===== src/rtl/aes_pkg.sv =====
// Shared AES types, constants and the GF(2^8) xtime helper.
package aes_pkg;

  typedef logic [127:0] state_t;
  typedef logic [31:0]  col_t;

  // Low byte of the AES field polynomial x^8 + x^4 + x^3 + x + 1.
  localparam logic [7:0] AES_POLY_LO = 8'h1b;

  typedef enum logic [1:0] {
    IDLE = 2'd0,
    RUN  = 2'd1,
    DONE = 2'd2
  } fsm_t;

  // Multiply by x in GF(2^8); reduce only when the MSB shifts out.
  function automatic logic [7:0] xtime(input logic [7:0] b);
    return {b[6:0], 1'b0} ^ (b[7] ? AES_POLY_LO : 8'h00);
  endfunction

endpackage


===== src/rtl/mix_column_unit.sv =====
// Combinational MixColumns on a single 32-bit column (a0 in the MSB byte).
module mix_column_unit
  import aes_pkg::*;
(
  input  col_t col_in,
  output col_t col_out
);

  logic [7:0] a0, a1, a2, a3;
  logic [7:0] x0, x1, x2, x3;

  assign a0 = col_in[31:24];
  assign a1 = col_in[23:16];
  assign a2 = col_in[15:8];
  assign a3 = col_in[7:0];

  // Doubled bytes; 3a is formed as xtime(a) ^ a below.
  always_comb begin
    x0 = xtime(a0);
    x1 = xtime(a1);
    x2 = xtime(a2);
    x3 = xtime(a3);
  end

  assign col_out[31:24] = x0 ^ (x1 ^ a1) ^ a2 ^ a3;
  assign col_out[23:16] = a0 ^ x1 ^ (x2 ^ a2) ^ a3;
  assign col_out[15:8]  = a0 ^ a1 ^ x2 ^ (x3 ^ a3);
  assign col_out[7:0]   = (x0 ^ a0) ^ a1 ^ a2 ^ x3;

endmodule


===== src/rtl/mixcolumns_sequencer.sv =====
// Runs the four columns of an AES state through one shared MixColumns unit,
// one column per clock, with a per-block bypass for the final round.
//
// Handshakes: a transfer happens on a rising edge where valid and ready are
// both high. Producers hold valid and data until that edge; ready may depend
// on the other side's signals. in_ready is combinational on out_ready so a
// finished block can retire and the next one load on the same edge.
module mixcolumns_sequencer
  import aes_pkg::*;
(
  input  logic         clk,
  input  logic         rst_n,
  input  logic         in_valid,
  output logic         in_ready,
  input  logic [127:0] in_state,
  input  logic         in_skip,
  output logic         out_valid,
  input  logic         out_ready,
  output logic [127:0] out_state,
  output logic         busy
);

  fsm_t       fsm, fsm_nxt;
  state_t     st;
  logic [1:0] col;
  col_t       col_sel, col_mix;
  logic       accept;

  assign in_ready  = (fsm == IDLE) || ((fsm == DONE) && out_ready);
  assign accept    = in_valid && in_ready;
  assign out_valid = (fsm == DONE);
  assign busy      = (fsm != IDLE);
  assign out_state = st;

  // Select the column currently being mixed.
  always_comb begin
    col_sel = st[127:96];
    case (col)
      2'd0: col_sel = st[127:96];
      2'd1: col_sel = st[95:64];
      2'd2: col_sel = st[63:32];
      2'd3: col_sel = st[31:0];
      default: col_sel = st[127:96];
    endcase
  end

  mix_column_unit u_mix (
    .col_in  (col_sel),
    .col_out (col_mix)
  );

  // State register and column counter: load on accept, write back in RUN.
  always_ff @(posedge clk or negedge rst_n) begin
    if (!rst_n) begin
      st  <= '0;
      col <= 2'd0;
    end else if (accept) begin
      st  <= in_state;
      col <= 2'd0;
    end else if (fsm == RUN) begin
      case (col)
        2'd0: st[127:96] <= col_mix;
        2'd1: st[95:64]  <= col_mix;
        2'd2: st[63:32]  <= col_mix;
        2'd3: st[31:0]   <= col_mix;
        default: st[127:96] <= col_mix;
      endcase
      col <= col + 2'd1;
    end
  end

  // FSM state register.
  always_ff @(posedge clk or negedge rst_n) begin
    if (!rst_n) fsm <= IDLE;
    else        fsm <= fsm_nxt;
  end

  // Next-state logic; a skipped block goes straight to DONE.
  always_comb begin
    fsm_nxt = fsm;
    case (fsm)
      IDLE: if (in_valid) fsm_nxt = in_skip ? DONE : RUN;
      RUN:  if (col == 2'd3) fsm_nxt = DONE;
      DONE: begin
        if (out_ready) begin
          if (in_valid) fsm_nxt = in_skip ? DONE : RUN;
          else          fsm_nxt = IDLE;
        end
      end
      default: fsm_nxt = IDLE;
    endcase
  end

endmodule


===== config.mk =====
export PLATFORM = sky130hd
export DESIGN_NAME = mixcolumns_sequencer
export DESIGN_NICKNAME = d
export VERILOG_FILES = /design/src/rtl/aes_pkg.sv /design/src/rtl/mix_column_unit.sv /design/src/rtl/mixcolumns_sequencer.sv
export SDC_FILE = /design/constraint.sdc
export NUM_CORES = 1
export LEC_CHECK = 0
export CORE_AREA = 8 8 201 203
export DETAILED_ROUTE_END_ITERATION = 8
export DIE_AREA = 0 0 209 211
export GPL_TIMING_DRIVEN = 0
export HOLD_SLACK_MARGIN = 0.1
export SYNTH_ARGS = -nofsm -noshare
export SYNTH_HDL_FRONTEND = slang
export SYNTH_HIERARCHICAL = 1
export SYNTH_SLANG_ARGS = --single-unit
export TNS_END_PERCENT = 5

===== constraint.sdc =====
create_clock -name clk -period 3.77 [get_ports clk]
set_clock_uncertainty 0.1 [all_clocks]
set_input_delay 0.5655 -clock clk [delete_from_list [all_inputs] [get_ports clk]]
set_output_delay 0.5655 -clock clk [all_outputs]
set_load 0.01 [all_outputs]

* Yosys cells after proc, flatten, opt, wreduce, memory -nomap -nowiden
Index checks and enable logic that the tools add are counted.
Storage, ports and cells: output and inout bits 131, register bits after elaboration 132, input bits 133, word-level logic and storage cells 70
Cells by class: reductions and logical operators 16, mux-type cells 19, bitwise logic cells 20, add/subtract/negate cells 1, equality and inequality tests 8
Operators by type and width (count):
- $mux 128 | 2
- $xor 8x8->8 | 20
- $mux 32 | 4
- $pmux 32 s4 | 1
- $mux 5 | 4
- $mux 2 | 7
- $reduce_bool 2->1 | 6
- $reduce_and 2->1 | 4
- $eq 2x2->1 const B | 3
- $pmux 2 s3 | 1
- $eq 2x1->1 const B | 2
- $logic_not 2->1 | 2
- $ne 2x1->1 const B | 2
- $reduce_and 3->1 | 1
- $add 2x1->2 const B | 1
- $logic_and 1x1->1 | 2
- $ne 2x2->1 const B | 1
- $logic_or 1x1->1 | 1

* Depth between registers and ports, before layout
Gate-level depths: netlist (run 1).
word-level depth 11, mapped depth 11, mapped depth without buffers 8

* Cells and area by module
The synthesis (run 1) kept the hierarchy.
By module, submodules not included:
- mixcolumns_sequencer | instances 1, cells each 551, area an instance 7788.7 um^2, sequential area each 3303.2 um^2
- mix_column_unit | instances 1, cells each 81, area an instance 1335.0 um^2, sequential area each 0.0 um^2

* Worst setup path before layout (run 1)
No wires, ideal clock.
path type reg2reg, start point reg col[0], end point reg st[17], in the netlist out_state[17], period minus slack after synthesis 3156 ps, setup slack 614 ps, stages on the path, launching flop included 11, arrival 2931 ps, setup time 125 ps, buffers on the path 3, data required time 3545 ps, path through dfrtp_1 > inv_1 > ha_1 > buf_2 > buf_1 > mux2i_1 > buf_2 > xor3_2 > xnor3_1 > mux2_2 > mux2_2
Between the ends: cells in the longest elaborated chain, start to end 10, elaborated cells on any way between the ends 18, classes of those cells 3 x eq/ne; 6 x mux; 6 x bitwise; 3 x reduce/logical
Ends and longest elaborated chain:
- from (decl) | RTL line mixcolumns_sequencer.sv:25 | logic [1:0] col;
- from (signal assigned) | RTL line mixcolumns_sequencer.sv:68 | col <= col + 2'd1;
- $eq 2x2->1, or another cell as far along | RTL line mixcolumns_sequencer.sv:38 | case (col)
- $pmux 32 s4 (*) | RTL line mixcolumns_sequencer.sv:38
- via col_sel[15] | RTL line mixcolumns_sequencer.sv:26 | col_t col_sel, col_mix;
- $mux 5 (*) | RTL line aes_pkg.sv:18 | return {b[6:0], 1'b0} ^ (b[7] ? AES_POLY_LO : 8'h00);
- $xor 8x8->8 (*) | RTL line aes_pkg.sv:18
- $xor 8x8->8 (*) (3 in series) | RTL line mix_column_unit.sv:26 | assign col_out[23:16] = a0 ^ x1 ^ (x2 ^ a2) ^ a3;
- via col_mix[17] | RTL line mixcolumns_sequencer.sv:26
- $mux 32 (*) | RTL line mixcolumns_sequencer.sv:61 | case (col)
- $mux 128 (*) | RTL line mixcolumns_sequencer.sv:60 | end else if (fsm == RUN) begin
- $mux 128 (*) | RTL line mixcolumns_sequencer.sv:57 | end else if (accept) begin
- to (signal assigned) | RTL line mixcolumns_sequencer.sv:58 | st <= in_state;
- to (signal assigned) | RTL line mixcolumns_sequencer.sv:65 | 2'd3: st[31:0] <= col_mix;
- to (decl) | RTL line mixcolumns_sequencer.sv:24 | state_t st;
Mark *: on every way through the listed nets, which the timed path passes. The rest lies on a longest branch. The select of a mux whose other input is x is not followed. A chain may end at the register's enable or synchronous reset.

* Worst setup path in the final report (run 1)
Same ends and word-level chain as after synthesis.

==> metrics.yaml, run 1 <==
run_status:
  status: "completed"
place:
  io_buffers: 263
  dp_hpwl_um: 27800
  globalplace.congestion: 0.799
  dpl_worst_slack_ns: -0.436
die:
  die-width_um: 209
  initial_core_util: 0.246
  num_rows: 71
  fp.coreArea_um2: 37100
  die_y_um: 211
  pin_count: 264
  dieArea_um2: 44100
min_path:
  worstHoldEndpoint: "col[1]"
  min_from: "col[1]"
  hold_path.class: "register to register"
  hold_depth: 2
routing:
  avgViaCountPerCell: 4.64
  ant_nets: 0
  drc: 0
  routed_wl_um: 36200
  vias: 6529
  drtPass1Iterations: 5
  drtIter0Drc: 437
  wire_per_inst_um: 25.8
sta:
  min_period_over_period: 0.985
  grt_setup_unrepaired: "yes"
  final.setup.worst_slack_ns: 0.0548
  min_period_ns: 3.72
  finalMaxSlewViolations: 0
  hold_violations: 0
  worst-slew-pin-transition_ns: 0.834
  slew-limit-headroom: 0.428
  hold_ws_ns: 0.504
  setup_violations: 0
  max_freq_mhz: 269
setup_path:
  r2r_slack_ns: 0.05
  cp.required_ns: 3.99
  cp_max_fo: 10
  worstReg2RegEnd: "out_state[17]"
  rr_worst_depth: 10
  arrival_ns: 3.94
  setup.worst_path.end_class: "register"
  critPathKind: "register to register"
  r2r-start: "col[0]"
  startpoint_type: "register"
synth:
  syn_area_um2: 9120
  avgSynthCellArea_um2: 14.4
  syn_nets: 769
  synth_edf_count: 0
  synth-seq-cells: 132
  ys_seq_area_frac: 0.362
  syn_inst: 632
  ys.flop_type: "dfrtp_1"
  synthArstFlopShare: 1.00
  synth_cell_types: 31
  synth_warnings: 6
clock_network:
  numCtsBuffers: 17
  clockBufferDepth: 2
  clk_pin_slew_ns: 0.06
  cts-root-buf: "clkbuf_16"
  cts.sinks: 132
  cts_tree: "yes"
  worstSkewPairLatency_ns: 0.44
  htreeDepth: 4
grt:
  grt_max_degree: 69
  antenna_found_initial: 4
  grt_overflow_total: 0
  grt_pass1_vias: 7291
  grt_pass1_wl_um: 51600
  grtUsageTotal: 0.163
cells_and_area:
  fin_nets: 1053
  syn2layout_area_growth_pct: 44.0
  drive_above_1_share: 0.386
  utilization: 0.354
job:
  maxCapViolCount: 0
-- metrics by stage --
step           instances  setup TNS [ns]  instance area [µm²]
2_1_floorplan        632               0                 9120
3_3_place_gp        1369         -531.96                12300
3_5_place_dp        1370          -28.56                12400
4_1_cts             1403        -0.00252                13100
5_1_grt             1405           -1.63                13100
6_report            1406               0                13100
-- worst max-delay path by stage --
stage	from	endpoint	slack, ns	cells after the start
3_3_place_gp	rst_n	out_state[22]	-3.86	1
6_report	col[0]	out_state[17]	0.05	10
3_5_place_dp	col[0]	out_state[73]	-0.44	10
5_1_grt	col[0]	out_state[17]	-0.11	10
2_1_floorplan	col[0]	out_state[17]	0.61	10
4_1_cts	col[0]	out_state[17]	-0.002	10
-- cell usage after synthesis (11+ instances only) --
library cell	n	area [µm²]
inv_1	34	128
xnor3_1	31	698
mux2_4	100	1500
xor2_1	13	114
buf_6	13	146
mux2_2	156	1760
a222oi_1	32	320
buf_2	19	95.1
mux2i_1	33	330
clkbuf_1	11	41.3
xnor2_1	18	158
dfrtp_1	132	3300
-- placed cells by master, fill, tap and decap left out, types with 2 or more instances in the layout --
cell type	count
clkbuf_16	17
mux2_2	156
diode_2	3
xor2_1	12
clkbuf_8	2
inv_1	34
clkbuf_1	2
clkdlybuf4s15_2	2
nor2_1	3
xor3_1	10
nand3b_1	4
xnor2_1	13
buf_4	2
clkinvlp_4	2
mux2_4	100
bufinv_16	3
xnor3_1	31
clkbuf_4	2
a222oi_1	32
mux2i_1	24
dfrtp_1	132
clkdlybuf4s50_1	262
inv_6	4
clkbuf_2	8
buf_6	14
clkinv_4	3
xnor2_2	5
ha_1	4
mux2i_2	9
buf_2	19
xnor2_4	2
-- critical path: stages, from the launching register on --
cell             delay, ns
dfrtp_1               0.40
inv_1                 0.12
ha_1                  0.16
buf_2                 0.17
clkdlybuf4s18_2       0.54
mux2i_1               0.29
buf_2                 0.31
xor3_2                0.42
xnor3_1               0.49
mux2_2                0.31
mux2_2                0.26
-- cell type report --
type | count | area, µm²
inverters | 34 | 128
well taps | 474 | 593
flip-flops and latches | 132 | 3300
multi-input cells | 417 | 5460
clock buffers | 19 | 453
repair buffers | 265 | 2670
fillers | 3678 | 24000
clock inverters | 13 | 171
diodes | 3 | 7.51
plain buffers | 49 | 352
-- kinds of logic (layout without fill, tap and decap cells) --
group | Yosys count | in the layout | synth area share
AO/OA/AOI/OAI | 35 | 35 | 0.0369
XOR/XNOR | 76 | 76 | 0.144
adder cells (fa/ha/maj) | 4 | 4 | 0.00549
buffers and inverters | 83 | 380 | 0.0484
flip-flops | 132 | 132 | 0.362
multiplexers | 289 | 289 | 0.393
other | 0 | 3 | 0
AND/OR/NAND/NOR | 13 | 13 | 0.0101
-- layer usage --
metal | up-vias | track usage | share of wire
met4 | 2 | 0.0685 | 0.030
met5 | - | 0 | 0.00039
met2 | 264 | 0.268 | 0.48
met3 | 58 | 0.0427 | 0.060
li1 | 2914 | - | -
met1 | 3291 | 0.200 | 0.43
-- timing repair --
| action | in CTS | in global routing |
|---|---|---|
| gates resized for setup | 17 | 17 |
| pin swaps | 0 | 0 |
| setup endpoints to repair | 128 | 81 |
| endpoints found under the hold margin | 64 | 0 |
| hold buffers | 1 | 0 |
| setup buffers | 0 | 0 |
-- sequential cells by signal, summed over array words and instances, names as in the netlist --
register	flops
col	2
out_state	128
fsm	2
Power of run 1 is left out: the tool's default activity adds up to more than one toggle a clock period on the data nets, which glitch-free logic cannot reach.
==> run 2, diff against run 1 <==
--- a/config.mk
+++ b/config.mk
@@ -5,13 +5,13 @@
 export SDC_FILE = /design/constraint.sdc
 export NUM_CORES = 1
 export LEC_CHECK = 0
-export CORE_AREA = 8 8 201 203
+export CORE_AREA = 8 8 189 191
 export DETAILED_ROUTE_END_ITERATION = 8
-export DIE_AREA = 0 0 209 211
+export DIE_AREA = 0 0 197 199
 export GPL_TIMING_DRIVEN = 0
 export HOLD_SLACK_MARGIN = 0.1
+export PLACE_DENSITY_LB_ADDON = 0.12
 export SYNTH_ARGS = -nofsm -noshare
 export SYNTH_HDL_FRONTEND = slang
-export SYNTH_HIERARCHICAL = 1
 export SYNTH_SLANG_ARGS = --single-unit
 export TNS_END_PERCENT = 5
==> run 2 against run 1 <==
Area after synthesis down 11%. First-iteration DRC count up 55%. Utilization up 1.6 points. Maximum frequency up 1.3%. Global-route usage up 5.1 points. Flip-flop and latch count unchanged. Cell count up 14%. Synthesized cell count up 33%. Via count up 26%. Sequential share of layout area up 2.0 points. Routed wire length up 18%. Count of clock-buffer cells in the layout down 2.
==> metrics.yaml, run 2 <==
place:
  dpl_cell_area_um2: 11300
  globalplace.congestion: 0.863
  dp_hpwl_um: 33400
  io_buffers: 263
routing:
  drtPass1Iterations: 5
  vias: 8210
  wire_per_inst_um: 26.7
  routed_wl_um: 42900
  avgViaCountPerCell: 5.12
  drtIter0Drc: 678
  drc: 0
  ant_nets: 0
sta:
  slew-limit-headroom: 0.125
  min_period_ns: 3.67
  hold_violations: 0
  setup_violations: 0
  tns_ns: 0
  min_period_over_period: 0.973
  worst-slew-pin-transition_ns: 1.31
  finalMaxSlewViolations: 0
  grt_setup_unrepaired: "yes"
  max_freq_mhz: 273
die:
  die-width_um: 197
  num_rows: 67
  die_y_um: 199
  dieArea_um2: 39200
  initial_core_util: 0.246
  fp.coreArea_um2: 32900
  pin_count: 264
synth:
  synth_cell_types: 32
  synth.area.top_cells: "dfrtp_1 (41%), xnor2_1 (13%), a22oi_1 (12%)"
  syn_area_um2: 8090
  syn_nets: 980
  synth.largest_area_cell: "dfrtp_1"
  synth_edf_count: 0
  ys_top_cells_by_count: "dfrtp_1 (132), o21ai_0 (132), a22oi_1 (128)"
  synthArstFlopShare: 1.00
  syn_inst: 843
  ys.flop_type: "dfrtp_1"
  synth_top_area_frac: 0.408
  avgSynthCellArea_um2: 9.60
  synth-seq-cells: 132
  ys_seq_area_frac: 0.408
  synth_warnings: 0
setup_path:
  arrival_ns: 3.88
  endpoint: "out_state[21]"
  cp-startpoint: "col[0]"
  worstReg2RegEnd: "out_state[21]"
  cp.required_ns: 3.98
  startpoint_type: "register"
  cp_max_fo: 10
  r2r-start: "col[0]"
  rr_worst_depth: 9
  setup.worst_path.end_class: "register"
  r2r_slack_ns: 0.10
  critPathKind: "register to register"
cells_and_area:
  utilization: 0.370
  largest_register_ffs: 128
  syn2layout_area_growth_pct: 50.2
  final_cell_mix: "clkdlybuf4s50_1 (262), o21ai_0 (132), dfrtp_1 (132), a22oi_1 (128), xnor2_1 (111)"
  fin_nets: 1280
  drive_above_1_share: 0.0753
  fin_area_um2: 12200
  final_common_cell: "clkdlybuf4s50_1"
clock_network:
  cts_tree: "yes"
  htreeDepth: 4
  worstSkewPairLatency_ns: 0.44
  clockBufferDepth: 2
  clk_pin_slew_ns: 0.07
  cts.sinks: 132
  cts-root-buf: "clkbuf_16"
  numCtsBuffers: 17
grt:
  grt_pass1_wl_um: 60700
  grt_max_degree: 83
  grt_pass1_vias: 8343
  antenna_found_initial: 1
  grtUsageTotal: 0.214
  grt_overflow_total: 0
job:
  maxCapViolCount: 0
min_path:
  hold_path.class: "register to register"
run_status:
  status: "completed"
run 2: changes by cell type after synthesis, moves of 48 or more:
cell	delta
o21ai_0	+131
mux2_4	-100
a22oi_1	+128
xnor2_1	+102
clkbuf_1	+48
mux2_2	-153
xor2_1	+66
run 2: critical path, stage by stage, from the launching register on:
cell and delay, ns:
dfrtp_1 0.42, ha_1 0.20, buf_2 0.18, buf_2 0.24
buf_4 0.23, a222oi_1 0.89, xor2_1 0.26, o21ai_1 0.52
xnor2_1 0.33, o21ai_0 0.16
run 2: kinds of logic (layout without fill, tap and decap cells):
family,Yosys count,count (layout),share of synthesized area
DFF,132,132,0.408
adders and majority gates,4,4,0.00618
and+or+nand+nor,73,73,0.0386
muxes,8,8,0.0119
AOI/OAI and AO/OA,350,350,0.279
xor gates and xnor gates,200,200,0.217
buffers and inverters,76,389,0.0383
other,0,1,0
run 2: repair_timing:
action	4_1_cts	5_1_grt
buffers inserted	7	10
hold buffers	1	0
endpoints found under the hold margin	50	0
pin swaps	4	3
endpoints found under the setup margin	39	95
resized for setup	7	12
run 2: metrics by stage:
step,setup slack [ns],instances,hold slack [ns]
global route,-0.0393,1605,0.463
global placement,-4.05,1554,0.412
floorplan,1.04,843,0.170
finish,0.101,1605,0.420
CTS,-0.0163,1595,0.419
detailed placement,-0.259,1555,0.409
run 2: area by class of cell:
cell class | count | area [µm²]
clock inverters | 15 | 171
inverters | 4 | 15.0
well taps | 448 | 561
fillers | 3441 | 20700
repair buffers | 282 | 2800
flip-flops and latches | 132 | 3300
plain buffers | 71 | 297
diodes | 1 | 2.50
clock buffers | 17 | 425
multi-input cells | 635 | 4580
run 2: layer usage:
layer	vias to the layer above	wire length [µm]	track usage
met5	-	0	0
met3	49	2960	0.0430
met4	0	1200	0.0747
li1	3694	-	-
met1	4092	19700	0.296
met2	375	19100	0.326
run 2: worst min-delay path by stage:
stage | startpoint | to | slack (ns) | cells past startpoint
after floorplan | rst_n | col[0] | 0.17 | 0
after global placement | fsm[1] | fsm[0] | 0.41 | 1
after detailed placement | fsm[1] | fsm[0] | 0.41 | 1
after CTS | fsm[1] | fsm[0] | 0.42 | 1
after global routing | out_state[38] | out_state[38] | 0.46 | 2
final | fsm[1] | fsm[0] | 0.42 | 1
Power of run 2 is left out for the same reason.
